$ cat src/rtl/gb_pkg.sv
// Shared Game Boy bus definitions: register addresses,
// OAM geometry and the DMA state encoding.
package gb_pkg;

    localparam logic [15:0] DMA_REG_ADDR = 16'hFF46;
    localparam logic [15:0] OAM_BASE     = 16'hFE00;
    localparam int          OAM_LEN      = 160;

    typedef enum logic [1:0] {
        DMA_IDLE,
        DMA_DELAY,
        DMA_XFER
    } dma_state_t;

endpackage

$ cat src/rtl/oam_dma_if.sv
// DMA memory bus: read request port towards ROM/RAM
// and write port into OAM.
interface oam_dma_if;

    logic        rd_en;
    logic [15:0] rd_addr;
    logic [7:0]  rd_data;
    logic        oam_we;
    logic [7:0]  oam_addr;
    logic [7:0]  oam_wdata;

    modport master (
        output rd_en, rd_addr,
        output oam_we, oam_addr, oam_wdata,
        input  rd_data
    );

    modport slave (
        input  rd_en, rd_addr,
        input  oam_we, oam_addr, oam_wdata,
        output rd_data
    );

endinterface

$ cat src/rtl/oam_dma.sv
// OAM DMA engine: copies XX00..XX(OAM_LEN-1) into OAM after
// a write to the DMA register, one byte per BYTE_CYCLES clocks.
module oam_dma
    import gb_pkg::dma_state_t, gb_pkg::DMA_IDLE;
    import gb_pkg::DMA_DELAY, gb_pkg::DMA_XFER;
#(
    parameter int BYTE_CYCLES = 4,
    parameter int START_DELAY = 4,
    parameter int OAM_LEN     = gb_pkg::OAM_LEN
) (
    input  logic       clk,
    input  logic       rst,
    input  logic       reg_we,
    input  logic [7:0] reg_wdata,
    output logic [7:0] reg_rdata,
    output logic       busy,
    oam_dma_if.master  bus
);

    localparam int SW = $clog2(BYTE_CYCLES);
    localparam int DW = $clog2(START_DELAY + 1);

    localparam logic [SW-1:0] SUB_LAST = SW'(BYTE_CYCLES - 1);
    localparam logic [SW-1:0] SUB_WR   = SW'(1);
    localparam logic [DW-1:0] DLY_LAST = DW'(START_DELAY - 1);
    localparam logic [7:0]    IDX_LAST = 8'(OAM_LEN - 1);

    dma_state_t    state_q, state_d;
    logic [7:0]    src_q, src_d;
    logic [7:0]    idx_q, idx_d;
    logic [SW-1:0] sub_q, sub_d;
    logic [DW-1:0] dly_q, dly_d;
    logic          pend_q;
    logic [7:0]    pidx_q;
    logic [7:0]    rdata_q;
    logic [15:0]   raddr_q;
    logic [7:0]    oaddr_q;
    logic [7:0]    wdata_q;

    logic          rd_en_c;
    logic [15:0]   rd_addr_c;
    logic [7:0]    oam_addr_c;
    logic [7:0]    oam_wdata_c;

    always_comb begin
        state_d = state_q;
        src_d   = src_q;
        idx_d   = idx_q;
        sub_d   = sub_q;
        dly_d   = dly_q;
        case (state_q)
            DMA_DELAY: begin
                if (dly_q == DLY_LAST) begin
                    state_d = DMA_XFER;
                    idx_d   = '0;
                    sub_d   = '0;
                end else begin
                    dly_d = dly_q + 1'b1;
                end
            end
            DMA_XFER: begin
                if (sub_q == SUB_WR && idx_q == IDX_LAST) begin
                    state_d = DMA_IDLE;
                end else if (sub_q == SUB_LAST) begin
                    sub_d = '0;
                    idx_d = idx_q + 8'd1;
                end else begin
                    sub_d = sub_q + 1'b1;
                end
            end
            default: ;
        endcase
        // A register write always (re)starts from the top.
        if (reg_we) begin
            state_d = DMA_DELAY;
            src_d   = reg_wdata;
            idx_d   = '0;
            sub_d   = '0;
            dly_d   = '0;
        end
    end

    always_ff @(posedge clk) begin
        if (rst) begin
            state_q <= DMA_IDLE;
            src_q   <= '0;
            idx_q   <= '0;
            sub_q   <= '0;
            dly_q   <= '0;
            pend_q  <= 1'b0;
            pidx_q  <= '0;
            rdata_q <= '0;
            raddr_q <= '0;
            oaddr_q <= '0;
            wdata_q <= '0;
        end else begin
            state_q <= state_d;
            src_q   <= src_d;
            idx_q   <= idx_d;
            sub_q   <= sub_d;
            dly_q   <= dly_d;
            pend_q  <= rd_en_c;
            if (rd_en_c) pidx_q <= idx_q;
            if (reg_we) rdata_q <= reg_wdata;
            raddr_q <= rd_addr_c;
            oaddr_q <= oam_addr_c;
            wdata_q <= oam_wdata_c;
        end
    end

    // The write side follows the read by the memory latency,
    // so a restart cannot drop a byte already in flight.
    assign rd_en_c     = (state_q == DMA_XFER) && (sub_q == '0);
    assign rd_addr_c   = rd_en_c ? {src_q, idx_q} : raddr_q;
    assign oam_addr_c  = pend_q ? pidx_q : oaddr_q;
    assign oam_wdata_c = pend_q ? bus.rd_data : wdata_q;

    assign bus.rd_en     = rd_en_c;
    assign bus.rd_addr   = rd_addr_c;
    assign bus.oam_we    = pend_q;
    assign bus.oam_addr  = oam_addr_c;
    assign bus.oam_wdata = oam_wdata_c;
    assign busy          = (state_q != DMA_IDLE);
    assign reg_rdata     = rdata_q;

endmodule

$ cat src/flat_wrapper.sv
// flat-port wrapper written by rule: the top's interface ports become plain ports
module oam_dma_flat import gb_pkg::dma_state_t, gb_pkg::DMA_IDLE; import gb_pkg::DMA_DELAY, gb_pkg::DMA_XFER;
#(
    parameter int BYTE_CYCLES = 4,
    parameter int START_DELAY = 4,
    parameter int OAM_LEN     = gb_pkg::OAM_LEN
)
  (clk, rst, reg_we, reg_wdata, reg_rdata, busy, bus_rd_en, bus_rd_addr, bus_oam_we, bus_oam_addr, bus_oam_wdata, bus_rd_data);
  oam_dma_if bus_i ();
  input  logic clk;
  input  logic rst;
  input  logic reg_we;
  input  logic [7:0] reg_wdata;
  output logic [7:0] reg_rdata;
  output logic busy;
  output wire logic [$bits(bus_i.rd_en)-1:0] bus_rd_en;
  output wire logic [$bits(bus_i.rd_addr)-1:0] bus_rd_addr;
  output wire logic [$bits(bus_i.oam_we)-1:0] bus_oam_we;
  output wire logic [$bits(bus_i.oam_addr)-1:0] bus_oam_addr;
  output wire logic [$bits(bus_i.oam_wdata)-1:0] bus_oam_wdata;
  input wire logic [$bits(bus_i.rd_data)-1:0] bus_rd_data;
  assign bus_rd_en = bus_i.rd_en;
  assign bus_rd_addr = bus_i.rd_addr;
  assign bus_oam_we = bus_i.oam_we;
  assign bus_oam_addr = bus_i.oam_addr;
  assign bus_oam_wdata = bus_i.oam_wdata;
  assign bus_i.rd_data = bus_rd_data;
  oam_dma #(.BYTE_CYCLES(BYTE_CYCLES), .START_DELAY(START_DELAY), .OAM_LEN(OAM_LEN)) u_core (.clk(clk), .rst(rst), .reg_we(reg_we), .reg_wdata(reg_wdata), .reg_rdata(reg_rdata), .busy(busy), .bus(bus_i));
endmodule
$ cat config.mk
export PLATFORM = sky130hd
export DESIGN_NAME = oam_dma_flat
export DESIGN_NICKNAME = d
export VERILOG_FILES = /design/src/rtl/gb_pkg.sv /design/src/rtl/oam_dma_if.sv /design/src/rtl/oam_dma.sv /design/src/flat_wrapper.sv
export SDC_FILE = /design/constraint.sdc
export NUM_CORES = 1
export LEC_CHECK = 0
export CAP_MARGIN = 20
export CELL_PAD_IN_SITES_DETAIL_PLACEMENT = 0
export CELL_PAD_IN_SITES_GLOBAL_PLACEMENT = 1
export CORE_UTILIZATION = 41
export DETAILED_ROUTE_END_ITERATION = 8
export PLACE_DENSITY_LB_ADDON = 0.1
export SETUP_SLACK_MARGIN = 0.2
export SLEW_MARGIN = 5
export SYNTH_ARGS = -nofsm -noshare
export SYNTH_HDL_FRONTEND = slang
export SYNTH_SLANG_ARGS = --single-unit
export TNS_END_PERCENT = 10
$ cat constraint.sdc
create_clock -name clk -period 2.73 [get_ports clk]
set_clock_uncertainty 0.15 [all_clocks]
set_input_delay 0.546 -clock clk [delete_from_list [all_inputs] [get_ports clk]]
set_output_delay 0.546 -clock clk [all_outputs]
set_load 0.02 [all_outputs]
Word-level counts from Yosys, hierarchy flattened
Index checks and enable logic that the tools add are counted.
Widths: inputs -> output; s select.
{ "word_totals": {"ff_bits": 64, "inputBits": 19, "output_inout_bits": 43} }
{ "op_classes": {"addsub": 3, "n_eq_ne": 12, "mux": 15, "n_bitwise": 1, "reduce_logical": 12} }
{ "op_table": {"columns": ["op", "count"], "rows": [
  ["$mux 8", 5],
  ["$mux 16", 1],
  ["$pmux 8 s2", 1],
  ["$mux 2", 5],
  ["$reduce_and 3->1", 3],
  ["$add 8x1->8 const B", 1],
  ["$eq 8x8->1 const B", 1],
  ["$pmux 2 s2", 2],
  ["$ne 2x1->1 const B", 3],
  ["$ne 3x2->1 const B", 2],
  ["$eq 2x1->1 const B", 2],
  ["$eq 2x2->1 const B", 2],
  ["$reduce_and 4->1", 1],
  ["$reduce_bool 2->1", 2],
  ["$add 3x1->3 const B", 1],
  ["$eq 3x2->1 const B", 1],
  ["$reduce_bool 3->1", 1],
  ["$add 2x1->2 const B", 1],
  ["$logic_and 1x1->1", 2],
  ["$logic_not 2->1", 1],
  ["$ne 2x2->1 const B", 1],
  ["$reduce_and 2->1", 1],
  ["$reduce_or 2->1", 1],
  ["$mux 1", 1],
  ["$not 1->1", 1]
]} }

Logic depth before layout (Yosys ltp)
{ "depth": {"ltp_word": 5, "ltp_mapped": 8} }

Worst setup path after synthesis
Ideal clock, no wire load.
{ "synth_path": {"kind": "register -> output", "from": "reg u_core.state_q[0]", "to": "out bus_rd_en", "t_arrival_ps": 1472, "required_ps": 2034, "slack_ps": 562, "stages_incl_launch_ff": 8, "n_path_buf": 3, "cell_sequence": "dfxtp_1 > inv_1 > ha_1 > buf_6 > nand2_1 > buf_2 > buf_2 > inv_1"} }
{ "synth_between": {"elab_chain_cells": 2} }
{ "synth_lines": {"columns": ["element", "line_no", "source"], "rows": [
  ["from (decl)", "oam_dma.sv:28", "dma_state_t state_q, state_d;"],
  ["from (signal assigned)", "oam_dma.sv:97", "state_q <= state_d;"],
  ["$eq 2x2->1", "oam_dma.sv:113", "assign rd_en_c = (state_q == DMA_XFER) && (sub_q == '0);"],
  ["$logic_and 1x1->1", "oam_dma.sv:113", null],
  ["to (decl)", "flat_wrapper.sv:16", "output wire logic [$bits(bus_i.rd_en)-1:0] bus_rd_en;"]
]} }
Every way passes these cells.

Worst setup path after layout
{ "layout_path": {"from": "reg u_core.state_q[0]", "to": "out bus_rd_addr[4]"} }
{ "layout_between": {"elab_chain_cells": 3} }
{ "layout_lines": {"columns": ["element", "line_no", "source"], "rows": [
  ["$eq 2x2->1", "oam_dma.sv:113", null],
  ["$logic_and 1x1->1", "oam_dma.sv:113", null],
  ["$mux 16", "oam_dma.sv:114", "assign rd_addr_c = rd_en_c ? {src_q, idx_q} : raddr_q;"],
  ["to (decl)", "flat_wrapper.sv:17", "output wire logic [$bits(bus_i.rd_addr)-1:0] bus_rd_addr;"]
]} }
Every way passes these cells.

==> flow_summary.yaml <==
critical_path:
  required_ps: 2030
  worst_setup_path_end_kind: "primary output"
  worstPathArrival_ps: 1840
  critical_path_class: "reg2out"
  crit_path_max_fanout: 18
  worst_setup_path_start_kind: "flip-flop"
run:
  drv_cap: 0
clocking:
  numCtsBuffers: 9
  cts_sinks: 64
  insertion_delay_ps: 330
  clk_pin_slew_ps: 80
  htree_levels: 3
  clock_path_buffers: 2
  ctsRootBufferMaster: "clkbuf_8"
  cts_tree: "built"
die:
  fp-row-count: 29
  coreArea_mm2: 0.00639
  ios: 62
  die_w_um: 83.7
  start_util: 0.428
  die_h_um: 83.7
  die_area_mm2: 0.00700
timing:
  max_slew.worst_pin.slew_ps: 448
  rsz0062_at_grt: "yes"
  period_share: 0.931
  maxSlewHeadroom: 0.701
  finalHoldViolCount: 0
  finalSetupTns_ps: 0
  slew_viol_final: 0
  setup_viol: 0
  timing.fmax_ghz: 0.394
  finalCriticalPeriod_ps: 2540
  layout_setup_ws_ps: 190
yosys:
  yosysSeqAreaShare: 0.468
  synth_seq_cells: 64
  synth_cells: 275
  synthXorXnorAreaFrac: 0.00320
  muxShareOfSynthArea: 0.132
  ys.flop_type: "dfxtp_1"
  synth.distinct_cells: 46
  syn_area_mm2: 0.00274
  async_reset_ff_frac: 0
  ys_warn_count: 0
  synth_area_leaders: "dfxtp_1 47%, mux2_2 9.9%, nor2b_1 7.5%"
  yosysTopAreaCell: "dfxtp_1"
  synth.net_count: 303
  synth_compound_area_frac: 0.108
  yosys-top-cells-count: "64 x dfxtp_1, 33 x nor2b_1, 24 x mux2_2, 24 x nor2_1"
  yosys.area_share.simple: 0.207
  synth_edf_count: 0
  synth_top_family_by_area: "simple AND/OR/NAND/NOR gates"
  syn_avg_cell_area_um2: 9.95
  synth_most_common_cell: "dfxtp_1"
  synth-adder-area-share: 0.0412
  synth_top_area_frac: 0.468
pwr:
  p_per_area_mw_per_mm2: 534
  vdd_drop_max_mv: 0.336
  power_leakage_nw: 1.54
  power_mw: 1.96
placement:
  placed_area_mm2: 0.00344
  port_buffers: 61
  dp_slack_ps: 154
  placed_cells: 407
  dp_hpwl_mm: 3.92
  gp_congestion: 0.708
route:
  vias: 2092
  ant_nets: 0
  viasPerCell: 4.93
  drc: 0
  drt-wirelength-per-cell_um: 13.6
  drt_iter0_drc: 76
  dr.pass1.iters: 5
  routed_wl_mm: 5.77
finish:
  fin_nets: 370
  final_area_mm2: 0.00368
  fill_cells: 605
  drive_above_1_share: 0.207
  diodes: 0
  instances_no_fill: 424
  areaGrowthSynthToFinish_pct: 34.4
global_routing:
  grt_pass1_wl_mm: 9.74
  grt_max_degree: 40
  antenna_found_initial: 0
  grt_usage: 0.177
  grt_pass1_vias: 1987
  grt_overflow: 0
run_status:
  status: "finished clean"
min_path:
  hold_path.class: "reg2reg"
[layout by cell type, fill, tap and decap left out, drive strengths merged, types with 2 or more instances in the layout]
master,count
ha,9
or2,3
nor3b,2
o21ai,5
nor2,24
nand2,12
a21boi,3
clkinvlp,3
dlygate4sd2,2
a21o,8
mux2,24
clkbuf,14
buf,9
o2111ai,2
nand3,9
a21oi,12
clkdlybuf4s50,43
a31oi,5
nand4,4
clkdlybuf4s15,11
mux2i,9
nor2b,33
dfxtp,64
and3,6
inv,11
[critical path, stage by stage (launching register included)]
cell	delay [ps]
dfxtp_1	340
inv_1	70
ha_1	230
buf_4	200
and3_1	220
a21o_1	180
clkdlybuf4s15_2	270
[final timing paths]
| path | slack, ps | endpoint | from | cells after the start |
|---|---|---|---|---|
| worst max register to register | 520 | u_core.idx_q[6] | u_core.state_q[0] | 7 |
| worst min-delay path | 320 | u_core.dly_q[1] | u_core.dly_q[1] | 2 |
| worst min register to register | 320 | u_core.dly_q[1] | u_core.dly_q[1] | 2 |
| worst max-delay path | 190 | bus_rd_addr[4] | u_core.state_q[0] | 6 |
[cell type report]
class | count | area, um^2 | share of cell area
Clock buffer | 10 | 138 | 0.0374
Clock inverter | 6 | 66.3 | 0.0180
Inverter | 10 | 37.5 | 0.0102
Multi-Input combinational cell | 187 | 1360 | 0.370
Sequential cell | 64 | 1280 | 0.348
Tap cell | 77 | 96.3 | 0.0262
Timing Repair Buffer | 70 | 699 | 0.190
[registers in the layout, summed over array words and instances (netlist names)]
signal	flops
u_core.reg_rdata	8
u_core.raddr_q	16
u_core.wdata_q	8
u_core.pidx_q	8
u_core.idx_q	8
u_core.bus.oam_we	1
u_core.sub_q	2
u_core.dly_q	3
u_core.oaddr_q	8
u_core.state_q	2
[report_power, final]
part | internal (mW) | leakage (nW) | switching [mW]
Sequential | 0.950 | 0.518 | 0.00969
Clock | 0.448 | 0.0949 | 0.370
Combinational | 0.0918 | 0.932 | 0.0930
[logic make-up after synthesis]
logic type / after synthesis
compound gates: 42
xor+xnor: 1
fa+ha+maj: 9
buf+inv: 24
flops: 64
mux: 33
simple gates: 102
[metal layers]
layer | track usage | up-vias | wire, um
met2 | 0.271 | 46 | 2610
met5 | 0 | - | 0
li1 | - | 1078 | -
met3 | 0.0386 | 4 | 261
met1 | 0.235 | 964 | 2830
met4 | 0.0878 | 0 | 61
[metrics by stage]
stage / utilization / hold WS, ps
2_1_floorplan: - / 285
3_3_place_gp: 0.538 / 303
3_5_place_dp: 0.538 / 309
4_1_cts: 0.577 / 320
5_1_grt: 0.576 / 364
6_report: 0.576 / 319
[repair_timing]
item | 4_1_cts | 5_1_grt
setup buffers | 0 | 0
gates resized for setup | 39 | 9
setup endpoints to repair | 17 | 16
gates cloned | 1 | 0
hold buffers | 0 | 0
(Power assumes the default switching activity.)
